## src/rtl/sram_arb_pkg.sv

```systemverilog
// Shared types for the instruction/data SRAM port arbiter.
package sram_arb_pkg;

    typedef enum logic [1:0] {
        IDLE,
        ISSUE,
        WAIT,
        DONE
    } state_t;

    typedef enum logic {
        GNT_INST,
        GNT_DATA
    } gnt_t;

    localparam int STARVE_W = 4;
    localparam int LAT_W    = 2;

endpackage

```

## src/rtl/sram_arb_pick.sv

```systemverilog
// Grant decision between fetch and data with fetch starvation guard.
// Grant is combinational from the current requests; starve_q updates only on arbitration edges.
module sram_arb_pick
    import sram_arb_pkg::*;
#(
    parameter int STARVE_MAX = 4
) (
    input  logic clk_i,
    input  logic rst_i,
    input  logic arb_en_i,
    input  logic inst_req_i,
    input  logic data_req_i,
    output logic gnt_data_o
);

    localparam logic [STARVE_W-1:0] STARVE_LIM = STARVE_W'(STARVE_MAX);

    logic [STARVE_W-1:0] starve_q, starve_d;
    logic                inst_wins;

    // Data wins a tie unless fetch has already lost STARVE_MAX times in a row.
    assign inst_wins  = inst_req_i && (!data_req_i || (starve_q == STARVE_LIM));
    assign gnt_data_o = !inst_wins;

    always_comb begin
        starve_d = starve_q;
        if (arb_en_i) begin
            if (inst_wins || !inst_req_i) begin
                starve_d = '0;
            end else if (starve_q != STARVE_LIM) begin
                starve_d = starve_q + 1'b1;
            end
        end
    end

    always_ff @(posedge clk_i or posedge rst_i) begin
        if (rst_i) begin
            starve_q <= '0;
        end else begin
            starve_q <= starve_d;
        end
    end

endmodule

```

## src/rtl/sram_port_arbiter.sv

```systemverilog
// Shares one single-port SRAM between fetch and data; one transaction per RD_LAT+3 cycles.
// Requesters hold req until their one-cycle ack; all outputs are registered.
module sram_port_arbiter
    import sram_arb_pkg::*;
#(
    parameter int ADDR_W     = 32,
    parameter int DATA_W     = 32,
    parameter int RD_LAT     = 1,
    parameter int STARVE_MAX = 4
) (
    input  logic              clk,
    input  logic              rst,
    input  logic              inst_req,
    input  logic [ADDR_W-1:0] inst_addr,
    output logic [DATA_W-1:0] inst_rdata,
    output logic              inst_ack,
    input  logic              data_req,
    input  logic [3:0]        data_wen,
    input  logic [ADDR_W-1:0] data_addr,
    input  logic [DATA_W-1:0] data_wdata,
    output logic [DATA_W-1:0] data_rdata,
    output logic              data_ack,
    output logic              mem_en,
    output logic [3:0]        mem_wen,
    output logic [ADDR_W-1:0] mem_addr,
    output logic [DATA_W-1:0] mem_wdata,
    input  logic [DATA_W-1:0] mem_rdata
);

    localparam logic [LAT_W-1:0] LAT_INIT = LAT_W'(RD_LAT - 1);

    state_t            state_q, state_d;
    logic [LAT_W-1:0]  lat_q, lat_d;
    gnt_t              gnt_q, gnt_d, pick_gnt;
    logic              pick_data, arb_go, capture;

    logic              mem_en_q, mem_en_d;
    logic [3:0]        mem_wen_q, mem_wen_d;
    logic [ADDR_W-1:0] mem_addr_q, mem_addr_d;
    logic [DATA_W-1:0] mem_wdata_q, mem_wdata_d;
    logic [DATA_W-1:0] inst_rdata_q, inst_rdata_d, data_rdata_q, data_rdata_d;
    logic              inst_ack_q, inst_ack_d, data_ack_q, data_ack_d;

    assign arb_go   = (state_q == IDLE) && (inst_req || data_req);
    assign capture  = (state_q == WAIT) && (lat_q == '0);
    assign pick_gnt = pick_data ? GNT_DATA : GNT_INST;

    sram_arb_pick #(
        .STARVE_MAX (STARVE_MAX)
    ) u_pick (
        .clk_i      (clk),
        .rst_i      (rst),
        .arb_en_i   (arb_go),
        .inst_req_i (inst_req),
        .data_req_i (data_req),
        .gnt_data_o (pick_data)
    );

    always_ff @(posedge clk or posedge rst) begin
        if (rst) begin
            state_q      <= IDLE;
            lat_q        <= '0;
            gnt_q        <= GNT_INST;
            mem_en_q     <= 1'b0;
            mem_wen_q    <= '0;
            mem_addr_q   <= '0;
            mem_wdata_q  <= '0;
            inst_rdata_q <= '0;
            data_rdata_q <= '0;
            inst_ack_q   <= 1'b0;
            data_ack_q   <= 1'b0;
        end else begin
            state_q      <= state_d;
            lat_q        <= lat_d;
            gnt_q        <= gnt_d;
            mem_en_q     <= mem_en_d;
            mem_wen_q    <= mem_wen_d;
            mem_addr_q   <= mem_addr_d;
            mem_wdata_q  <= mem_wdata_d;
            inst_rdata_q <= inst_rdata_d;
            data_rdata_q <= data_rdata_d;
            inst_ack_q   <= inst_ack_d;
            data_ack_q   <= data_ack_d;
        end
    end

    always_comb begin
        state_d = state_q;
        lat_d   = lat_q;
        gnt_d   = gnt_q;
        unique case (state_q)
            IDLE: begin
                if (arb_go) begin
                    state_d = ISSUE;
                    gnt_d   = pick_gnt;
                end
            end
            ISSUE: begin
                state_d = WAIT;
                lat_d   = LAT_INIT;
            end
            WAIT: begin
                if (lat_q == '0) begin
                    state_d = DONE;
                end else begin
                    lat_d = lat_q - 1'b1;
                end
            end
            DONE:    state_d = IDLE;
            default: state_d = IDLE;
        endcase
    end

    // Write enables are only ever nonzero in the single ISSUE cycle.
    always_comb begin
        mem_en_d    = arb_go;
        mem_wen_d   = '0;
        mem_addr_d  = mem_addr_q;
        mem_wdata_d = mem_wdata_q;
        if (arb_go) begin
            if (pick_gnt == GNT_DATA) begin
                mem_wen_d   = data_wen;
                mem_addr_d  = data_addr;
                mem_wdata_d = data_wdata;
            end else begin
                mem_addr_d  = inst_addr;
                mem_wdata_d = '0;
            end
        end
        inst_ack_d   = capture && (gnt_q == GNT_INST);
        data_ack_d   = capture && (gnt_q == GNT_DATA);
        inst_rdata_d = inst_ack_d ? mem_rdata : inst_rdata_q;
        data_rdata_d = data_ack_d ? mem_rdata : data_rdata_q;
    end

    assign mem_en     = mem_en_q;
    assign mem_wen    = mem_wen_q;
    assign mem_addr   = mem_addr_q;
    assign mem_wdata  = mem_wdata_q;
    assign inst_rdata = inst_rdata_q;
    assign data_rdata = data_rdata_q;
    assign inst_ack   = inst_ack_q;
    assign data_ack   = data_ack_q;

endmodule
```

## config.mk

```make
export PLATFORM = sky130hd
export DESIGN_NAME = sram_port_arbiter
export DESIGN_NICKNAME = d
export VERILOG_FILES = /design/src/rtl/sram_arb_pkg.sv /design/src/rtl/sram_arb_pick.sv /design/src/rtl/sram_port_arbiter.sv
export SDC_FILE = /design/constraint.sdc
export NUM_CORES = 1
export LEC_CHECK = 0
export ABC_AREA = 1
export CAP_MARGIN = 20
export CORE_MARGIN = 2
export CORE_UTILIZATION = 43
export CTS_BUF_LIST = sky130_fd_sc_hd__clkbuf_8
export DETAILED_ROUTE_END_ITERATION = 10
export GPL_TIMING_DRIVEN = 0
export PLACE_DENSITY = 0.84
export SLEW_MARGIN = 20
export SYNTH_ARGS = -nofsm -noshare
export SYNTH_HDL_FRONTEND = slang
export SYNTH_HIERARCHICAL = 1
export SYNTH_SLANG_ARGS = --single-unit
```

## constraint.sdc

```tcl
create_clock -name clk -period 5.2 [get_ports clk]
set_input_delay 0.78 -clock clk [delete_from_list [all_inputs] [get_ports clk]]
set_output_delay 0.78 -clock clk [all_outputs]
set_load 0.02 [all_outputs]
```

# Yosys cells after proc, flatten, opt, wreduce, memory -nomap -nowiden
# Index checks and enable logic that the tools add are counted.
# word_totals
word_cells,53
reg_bits,144
inputBits,136
output_inout_bits,135
# classes
bitwise_logic,1
addsub,2
eq_ne,8
muxes,12
reduce_logical,18
# ops
cell,n
32-bit two-way mux,2
4-bit two-way mux,4
2-bit case mux with 4 select lines,1
2-bit AND reduction,4
2-bit two-way mux,3
1-bit logical AND,5
4-bit by 1-bit adder with 4-bit output (second input constant),1
2-bit == test (second input constant),2
4-bit by 3-bit == test with 1-bit output (second input constant),1
2-bit logical NOT,2
2-bit inequality test (second input constant),2
4-bit by 3-bit inequality test with 1-bit output (second input constant),1
2-bit case mux with 2 select lines,1
2-bit nonzero test,2
1-bit logical OR,3
2-bit by 1-bit == test with 1-bit output (second input constant),1
1-bit logical NOT,2
2-bit by 1-bit inequality test with 1-bit output (second input constant),1
2-bit by 1-bit subtractor with 2-bit output (second input constant),1
1-bit two-way mux,1
1-bit inverter,1

# Longest topological paths before layout
# Gate-level depths: netlist of run 1.
# depth
word_depth,6
mapped_depth,12
mapped_depth_nobuf,10

# Cells and area by module
# The synthesis of run 1 kept the hierarchy.
# modules_own_cells
module,area_each_um2,n_inst,cells_per_inst,seq_area_each_um2
sram_port_arbiter,5873.1,1,677,3503.4
sram_arb_pick,239.0,1,32,100.1

# Worst setup path before layout of run 1
# No wires, ideal clock.
# synth_path
kind,input to register
startpoint,input data_req
endpoint,register u_pick.starve_q[2]
path_slack_ps,3547
path_stages,7
required_ps,5129
setup_ps,71
t_arrival_ps,1582
path_buffers,1
path_cell_list,o21ai_2 inv_1 buf_2 nand2_1 xnor2_1 inv_1 nor2_1
# synth_between
word_cells_on_any_way,9
classes_between,mux: 1; reduce/logical: 8
# synth_lines
item,line_no,source
start: declaration,sram_port_arbiter.sv:17,"input logic data_req,"
1-bit logical OR,sram_port_arbiter.sv:44,assign arb_go = (state_q == IDLE) && (inst_req || data_req);
1-bit logical AND,sram_port_arbiter.sv:44,
net arb_go,sram_port_arbiter.sv:35,"logic pick_data, arb_go, capture;"
2-bit AND reduction (no line),-,
end signal: assignment,sram_arb_pick.sv:40,starve_q <= starve_d;
end: declaration,sram_arb_pick.sv:18,"logic [STARVE_W-1:0] starve_q, starve_d;"
# The timed path passes the listed nets, and every way through them passes these cells.
# A chain may end at the register's enable or synchronous reset.

# Worst setup path in the final report of run 1
# layout_path
startpoint,register mem_addr_q[11] (netlist: mem_addr[11])
endpoint,output mem_addr[11]
# layout_lines
item,line_no,source
start: declaration,sram_port_arbiter.sv:39,"logic [ADDR_W-1:0] mem_addr_q, mem_addr_d;"
start signal: assignment,sram_port_arbiter.sv:78,mem_addr_q <= mem_addr_d;
end: declaration,sram_port_arbiter.sv:25,"output logic [ADDR_W-1:0] mem_addr,"
# No word-level cell between the ends.

==> results.sh, run 1 <==
export IMPL_status="complete, no violations"
export IMPL_path_class="reg -> out"
export IMPL_cp_max_fo=2
export IMPL_drt_iter0_drc=357
export IMPL_maxSlewViolCount=0
export IMPL_synth_simple_area_share_pct=22.4
export IMPL_die_w_um=123
export IMPL_fin_crit_sh_pct=43.0
export IMPL_slowest_delay_ns=0.64
export IMPL_cp_depth=1
export IMPL_insertion_delay_ns=0.44
export IMPL_drc=0
export IMPL_regToRegStartpoint="state_q[0]"
export IMPL_multi_input_area_mm2=0.00200
export IMPL_antenna_left=0
export IMPL_viasPerCell=4.76
export IMPL_rrSetupSlack_ns=3.28
export IMPL_end_kind="output pin"
export IMPL_via_count=5667
export IMPL_rsz0062_at_grt="false"
export IMPL_placedCellCount=1160
export IMPL_crit_family="buffers and inverters"
export IMPL_arrival_ns=1.46
export IMPL_syn_area_per_cell_um2=8.62
export IMPL_postCtsSetupRepairBufs=0
export IMPL_p_int_mw=3.58
export IMPL_hold_class="reg -> reg"
export IMPL_maxCapViolCount=0
export IMPL_fmax_ghz=0.447
export IMPL_hold_viol_final=0
export IMPL_yosysWarnings=6
export IMPL_layout_drive_gt1_share_pct=6.73
export IMPL_critPathRequiredTime_ns=4.42
export IMPL_syn_num_nets=852
export IMPL_finalCriticalPeriod_ns=2.24
export IMPL_diodes=0
export IMPL_finalSetupViolations=0
export IMPL_seq_power_share_pct=32.9
export IMPL_min_path_cells=2
export IMPL_io_buffers=270
export IMPL_grt_pass1_wl_um=28000
export IMPL_synth_xor_area_share_pct=0.287
export IMPL_ys_ff_latch=144
export IMPL_synth_top_cell_by_area="dfrtp_1"
export IMPL_crit_path_start_kind="register"
export IMPL_synth_compound_area_share_pct=8.58
export IMPL_cts_root_buf="clkbuf_8"
export IMPL_place_area_mm2=0.00907
export IMPL_worstMarginPinSlew_ns=0.489
export IMPL_antenna_found_initial=0
export IMPL_drt_first_pass_iters=6
export IMPL_routedWlPerCell_um=15.1
export IMPL_comb_power_share_pct=49.3
export IMPL_final_seq_area_mm2=0.00360
export IMPL_grt_max_degree=75
export IMPL_crit_slowest_cell="clkdlybuf4s50_1"
export IMPL_row_count=43
export IMPL_synth_adder_area_share_pct=1.43
export IMPL_ios=271
export IMPL_ctsHoldBuffers=0
export IMPL_cts_tree="done"
export IMPL_path_buf_inv=1
export IMPL_powerDensity_mw_per_mm2=613
export IMPL_drt_total_wl_um=18000
export IMPL_fin_area_mm2=0.00954
export IMPL_finalSetupTns_ns=0
export IMPL_synth_seq_area_share_pct=59.0
export IMPL_cts_clk_slew_worst_paths_ns=0.07
export IMPL_fin_nets=1142
export IMPL_synth_area_leaders="dfrtp_1 59%, nand2_1 21%, o21ai_1 4.2%, o21ai_0 4.1%, buf_6 3.1%"
export IMPL_clkPwrFrac_pct=17.8
export IMPL_grt_total_usage_pct=24.0
export IMPL_synthMuxAreaShare_pct=0
export IMPL_cts_max_path_buffers=2
export IMPL_p_sw_mw=2.27
export IMPL_cp_startpoint="mem_addr[11]"
export IMPL_die_h_um=123
export IMPL_fillers=1121
export IMPL_switching_share_pct=38.8
export IMPL_relSlewSlack_pct=67.4
export IMPL_path_cells="clkdlybuf4s50_1"
export IMPL_dpl_hpwl_um=13500
export IMPL_core_mm2=0.0139
export IMPL_numCtsBuffers=17
export IMPL_synth_top_cell_area_share_pct=59.0
export IMPL_grt_pass1_vias=5612
export IMPL_synth_top_family_by_area="simple AND/OR/NAND/NOR gates"
export IMPL_final_cell_mix="347 x nand2_1, 270 x clkdlybuf4s50_1, 144 x dfrtp_1"
export IMPL_post_cts_resized=0
export IMPL_netlist_instances=709
export IMPL_place_congestion=0.827
export IMPL_worstRegToRegCells=10
export IMPL_leakage_nw=4.73
export IMPL_ir_worst_vdd_mv=0.253
export IMPL_overflow=0
export IMPL_initial_core_util_pct=44.0
export IMPL_rr_endpoint="u_pick/starve_q[3]"
export IMPL_h_tree_depth=4
export IMPL_yosysUniqueCellTypes=19
export IMPL_dieArea_mm2=0.0152
export IMPL_synth_area_mm2=0.00611
export IMPL_fin_worst_skew_ns=0.00844
export IMPL_final_cells=1191
export IMPL_cts_sinks=144
export IMPL_crit_end="mem_addr[11]"
export IMPL_synthToLayoutAreaGrowth_pct=56.2
export IMPL_layout_commonest_cell="nand2_1"
[cells by family after synthesis]
logic type	count (synthesis)
xor+xnor	2
simple gates	362
buf+inv	90
fa+ha+maj	7
compound gates	104
flops	144
[layout make-up]
type | instances | area share [%]
clock inverters | 13 | 2.32
repair buffers | 271 | 28.6
plain buffers | 39 | 3.37
clock buffers | 18 | 2.60
inverters | 51 | 2.08
multi-input cells | 475 | 20.9
well taps | 180 | 2.36
flip-flops and latches | 144 | 37.8
[worst min path at each step]
stage            startpoint      endpoint  slack, ns
2_1_floorplan      lat_q[0]      lat_q[0]       0.45
3_3_place_gp   mem_addr[26]  mem_addr[26]       0.46
3_5_place_dp   mem_addr[19]  mem_addr[19]       0.46
4_1_cts        mem_addr[19]  mem_addr[19]       0.48
5_1_grt        mem_addr[13]  mem_addr[13]       0.51
6_report       mem_addr[20]  mem_addr[20]       0.48
[synth_stat cells]
| master | number |
|---|---|
| a21oi_1 | 2 |
| nor2_1 | 10 |
| inv_2 | 1 |
| or2_2 | 1 |
| xnor2_1 | 2 |
| clkbuf_8 | 1 |
| clkbuf_2 | 1 |
| inv_1 | 50 |
| ha_1 | 7 |
| buf_6 | 17 |
| nand2_1 | 347 |
| buf_2 | 11 |
| nand3_1 | 4 |
| dfrtp_1 | 144 |
| clkbuf_1 | 3 |
| buf_4 | 6 |
| o21ai_2 | 1 |
| o21ai_0 | 50 |
| o21ai_1 | 51 |
[power groups by stage]
stage / combinational, mW / clock, mW / sequential, mW
floorplan: 0.901 / 0 / 2.50
global placement: 2.84 / 0 / 1.92
detailed placement: 2.91 / 0 / 1.93
CTS: 2.92 / 1.06 / 1.92
global route: 3.15 / 1.11 / 1.97
finish: 2.89 / 1.04 / 1.92
[routing by layer]
layer	global-route usage, %	vias up	part of all wire, %
li1	-	2766	-
met1	27.5	2625	39
met2	40.5	242	49
met3	9.27	34	9.9
met4	9.38	0	2.3
met5	0	-	0
[registers in the layout, summed over array words and instances (netlist names), 2 cells and up]
signal	cells
data_rdata	32
inst_rdata	32
lat_q	2
mem_addr	32
mem_wdata	32
mem_wen	4
state_q	2
u_pick/starve_q	4
[metrics by stage]
stage	hold WS, ns	setup slack (ns)	total power, mW	util (%)
5_1_grt	0.506	2.90	6.24	68.8
2_1_floorplan	0.453	0.667	3.40	-
4_1_cts	0.483	2.92	5.90	68.8
3_3_place_gp	0.461	-1.24	4.75	65.1
6_report	0.479	2.96	5.85	68.8
3_5_place_dp	0.464	2.63	4.84	65.4
No activity file was read; power rests on OpenSTA's default activity.
==> inputs of run 2 (changes only) <==
==> constraint.sdc (replaced) <==
create_clock -name clk -period 2.1 [get_ports clk]
set_input_delay 0.315 -clock clk [delete_from_list [all_inputs] [get_ports clk]]
set_output_delay 0.315 -clock clk [all_outputs]
set_load 0.02 [all_outputs]
==> run 2 against run 1 <==
Effect of this change:
- sequential cell count unchanged
- via count increased by 0.58%
- global-route usage rose by 0.13 points
- cell count grew 0.34%
- die area did not move
- clock skew grew 0.0043 ns
- power up 140%
- largest power group unchanged
- highest routed layer unchanged
==> results.sh, run 2 (synthesis gave the netlist of run 1 again) <==
export IMPL_fin_nets=1145
export IMPL_placedCellCount=1163
export IMPL_layout_commonest_cell="nand2_1"
export IMPL_diodes=0
export IMPL_worstMarginPinSlew_ns=0.707
export IMPL_maxSlewViolCount=0
export IMPL_dieArea_mm2=0.0152
export IMPL_cts_root_buf="clkbuf_8"
export IMPL_die_h_um=123
export IMPL_viasPerCell=4.77
export IMPL_fin_crit_sh_pct=89.8
export IMPL_cp_max_fo=16
export IMPL_fin_worst_skew_ns=0.0128
export IMPL_grt_max_degree=35
export IMPL_grt_pass1_wl_um=27600
export IMPL_cts_tree="done"
export IMPL_cp_common_cell="nand2_1"
export IMPL_switching_share_pct=40.3
export IMPL_drc=0
export IMPL_routedWlPerCell_um=15.0
export IMPL_critPathRequiredTime_ns=2.44
export IMPL_p_int_mw=8.40
export IMPL_hold_viol_final=0
export IMPL_slowest_delay_ns=0.40
export IMPL_grt_pass1_vias=5654
export IMPL_worstRegToRegCells=10
export IMPL_cp_depth=10
export IMPL_final_cell_mix="347 x nand2_1, 270 x clkdlybuf4s50_1, 144 x dfrtp_1"
export IMPL_die_w_um=123
export IMPL_maxCapViolCount=0
export IMPL_ios=271
export IMPL_fmax_ghz=0.530
export IMPL_layout_drive_gt1_share_pct=7.49
export IMPL_io_buffers=270
export IMPL_comb_power_share_pct=50.7
export IMPL_regToRegStartpoint="state_q[0]"
export IMPL_dpl_hpwl_um=13700
export IMPL_synthToLayoutAreaGrowth_pct=55.8
export IMPL_cts_max_path_buffers=2
export IMPL_postCtsSetupRepairBufs=0
export IMPL_finalCriticalPeriod_ns=1.89
export IMPL_overflow=0
export IMPL_ir_worst_vdd_mv=0.632
export IMPL_drt_first_pass_iters=5
export IMPL_path_class="reg -> reg"
export IMPL_h_tree_depth=4
export IMPL_place_congestion=0.805
export IMPL_leakage_nw=4.71
export IMPL_hold_class="in -> async"
export IMPL_path_cells="inv_1, ha_1, o21ai_2, inv_1, buf_2, nand2_1, nor2_1, nand2_1, nand2_1, nor2_1"
export IMPL_row_count=43
export IMPL_cts_sinks=144
export IMPL_p_sw_mw=5.68
export IMPL_powerDensity_mw_per_mm2=1480
export IMPL_crit_family="buffers and inverters"
export IMPL_arrival_ns=2.22
export IMPL_finalSetupViolations=0
export IMPL_fillers=1111
export IMPL_final_cells=1195
export IMPL_seq_power_share_pct=33.9
export IMPL_antenna_found_initial=0
export IMPL_ctsHoldBuffers=0
export IMPL_core_mm2=0.0139
export IMPL_numCtsBuffers=17
export IMPL_antenna_left=0
export IMPL_clkPwrFrac_pct=15.4
export IMPL_drt_total_wl_um=17900
export IMPL_drt_iter0_drc=232
export IMPL_initial_core_util_pct=44.0
export IMPL_relSlewSlack_pct=52.8
export IMPL_path_buf_inv=3
export IMPL_rr_endpoint="u_pick/starve_q[3]"
export IMPL_final_core_util_pct=68.6
export IMPL_crit_slowest_cell="dfrtp_1"
export IMPL_end_kind="register"
export IMPL_rrSetupSlack_ns=0.21
export IMPL_status="complete, no violations"
export IMPL_rsz0062_at_grt="false"
export IMPL_crit_end="u_pick/starve_q[3]"
export IMPL_crit_path_start_kind="register"
export IMPL_grt_total_usage_pct=24.2
export IMPL_cts_clk_slew_worst_paths_ns=0.09
export IMPL_via_count=5700
export IMPL_cp_startpoint="state_q[0]"
export IMPL_post_cts_resized=0
export IMPL_insertion_delay_ns=0.45
## run 2: changes by cell type in the layout (fill, tap and decap cells not counted)
cell	delta
inv_6	+4
buf_12	+3
inv_1	-4
clkinv_2	+4
bufinv_16	-4
clkinv_4	+1
inv_8	-1
clkinvlp_4	+2
clkbuf_8	-1
## run 2: through the flow
step	setup slack (ns)	total power, mW	hold WS [ns]	instance area, µm²	setup TNS, ns
2_1_floorplan	0.0359	8.43	0.0811	6120	0
3_3_place_gp	-1.23	11.8	0.461	9040	-170.37
3_5_place_dp	0.0631	12.0	0.464	9130	0
4_1_cts	0.225	14.2	0.105	9520	0
5_1_grt	0.0744	15.0	0.131	9520	0
6_report	0.215	14.1	0.127	9520	0
## run 2: power by group through the flow
stage | Clock, mW | Combinational, mW | Sequential, mW
finish | 2.17 | 7.14 | 4.78
global route | 2.33 | 7.75 | 4.92
CTS | 2.23 | 7.22 | 4.78
detailed placement | 0 | 7.20 | 4.80
global placement | 0 | 7.01 | 4.76
floorplan | 0 | 2.23 | 6.20
## run 2: how the worst min path moves through the flow
| stage | startpoint | cells past startpoint | end | slack [ns] |
|---|---|---|---|---|
| 6_report | rst | 2 | u_pick/starve_q[2] | 0.13 |
| 5_1_grt | rst | 2 | u_pick/starve_q[2] | 0.13 |
| 4_1_cts | rst | 2 | u_pick/starve_q[2] | 0.10 |
| 3_5_place_dp | mem_addr[15] | 2 | mem_addr[15] | 0.46 |
| 3_3_place_gp | mem_addr[17] | 2 | mem_addr[17] | 0.46 |
| 2_1_floorplan | rst | 1 | u_pick/starve_q[0] | 0.08 |
## run 2: layer usage
| metal | wire [µm] | track usage [%] | part of all wire, % | up-vias |
|---|---|---|---|---|
| met4 | 268 | 9.45 | 1.5 | 0 |
| met1 | 6950 | 26.7 | 39 | 2673 |
| li1 | - | - | - | 2773 |
| met2 | 9110 | 42.6 | 51 | 231 |
| met5 | 0 | 0 | 0 | - |
| met3 | 1610 | 8.30 | 9.0 | 23 |
## run 2: worst reg2reg max path, cell delays in order (launching register included)
cell and delay (ns):
dfrtp_1 0.40, inv_1 0.10, ha_1 0.22, o21ai_2 0.11, inv_1 0.17, buf_2 0.34, nand2_1 0.13, nor2_1 0.14
nand2_1 0.06, nand2_1 0.07, nor2_1 0.05
## run 2: cell type report
cell class / count / area, µm² / area share, %
Sequential cell: 144 / 3600 / 37.8
Clock buffer: 17 / 234 / 2.46
Tap cell: 180 / 225 / 2.36
Clock inverter: 15 / 158 / 1.66
Buffer: 39 / 322 / 3.38
Inverter: 51 / 195 / 2.05
Timing Repair Buffer: 274 / 2790 / 29.3
Multi-Input combinational cell: 475 / 2000 / 21.0
==> inputs of run 3 (changes only) <==
--- a/config.mk
+++ b/config.mk
@@ -12,6 +12,7 @@
 export CTS_BUF_LIST = sky130_fd_sc_hd__clkbuf_8
 export DETAILED_ROUTE_END_ITERATION = 10
 export GPL_TIMING_DRIVEN = 0
+export HOLD_SLACK_MARGIN = 0.05
 export PLACE_DENSITY = 0.84
 export SLEW_MARGIN = 20
 export SYNTH_ARGS = -nofsm -noshare
==> results of run 3 <==
Same layout as run 2: the final DEF is identical, and so are final timing and power.
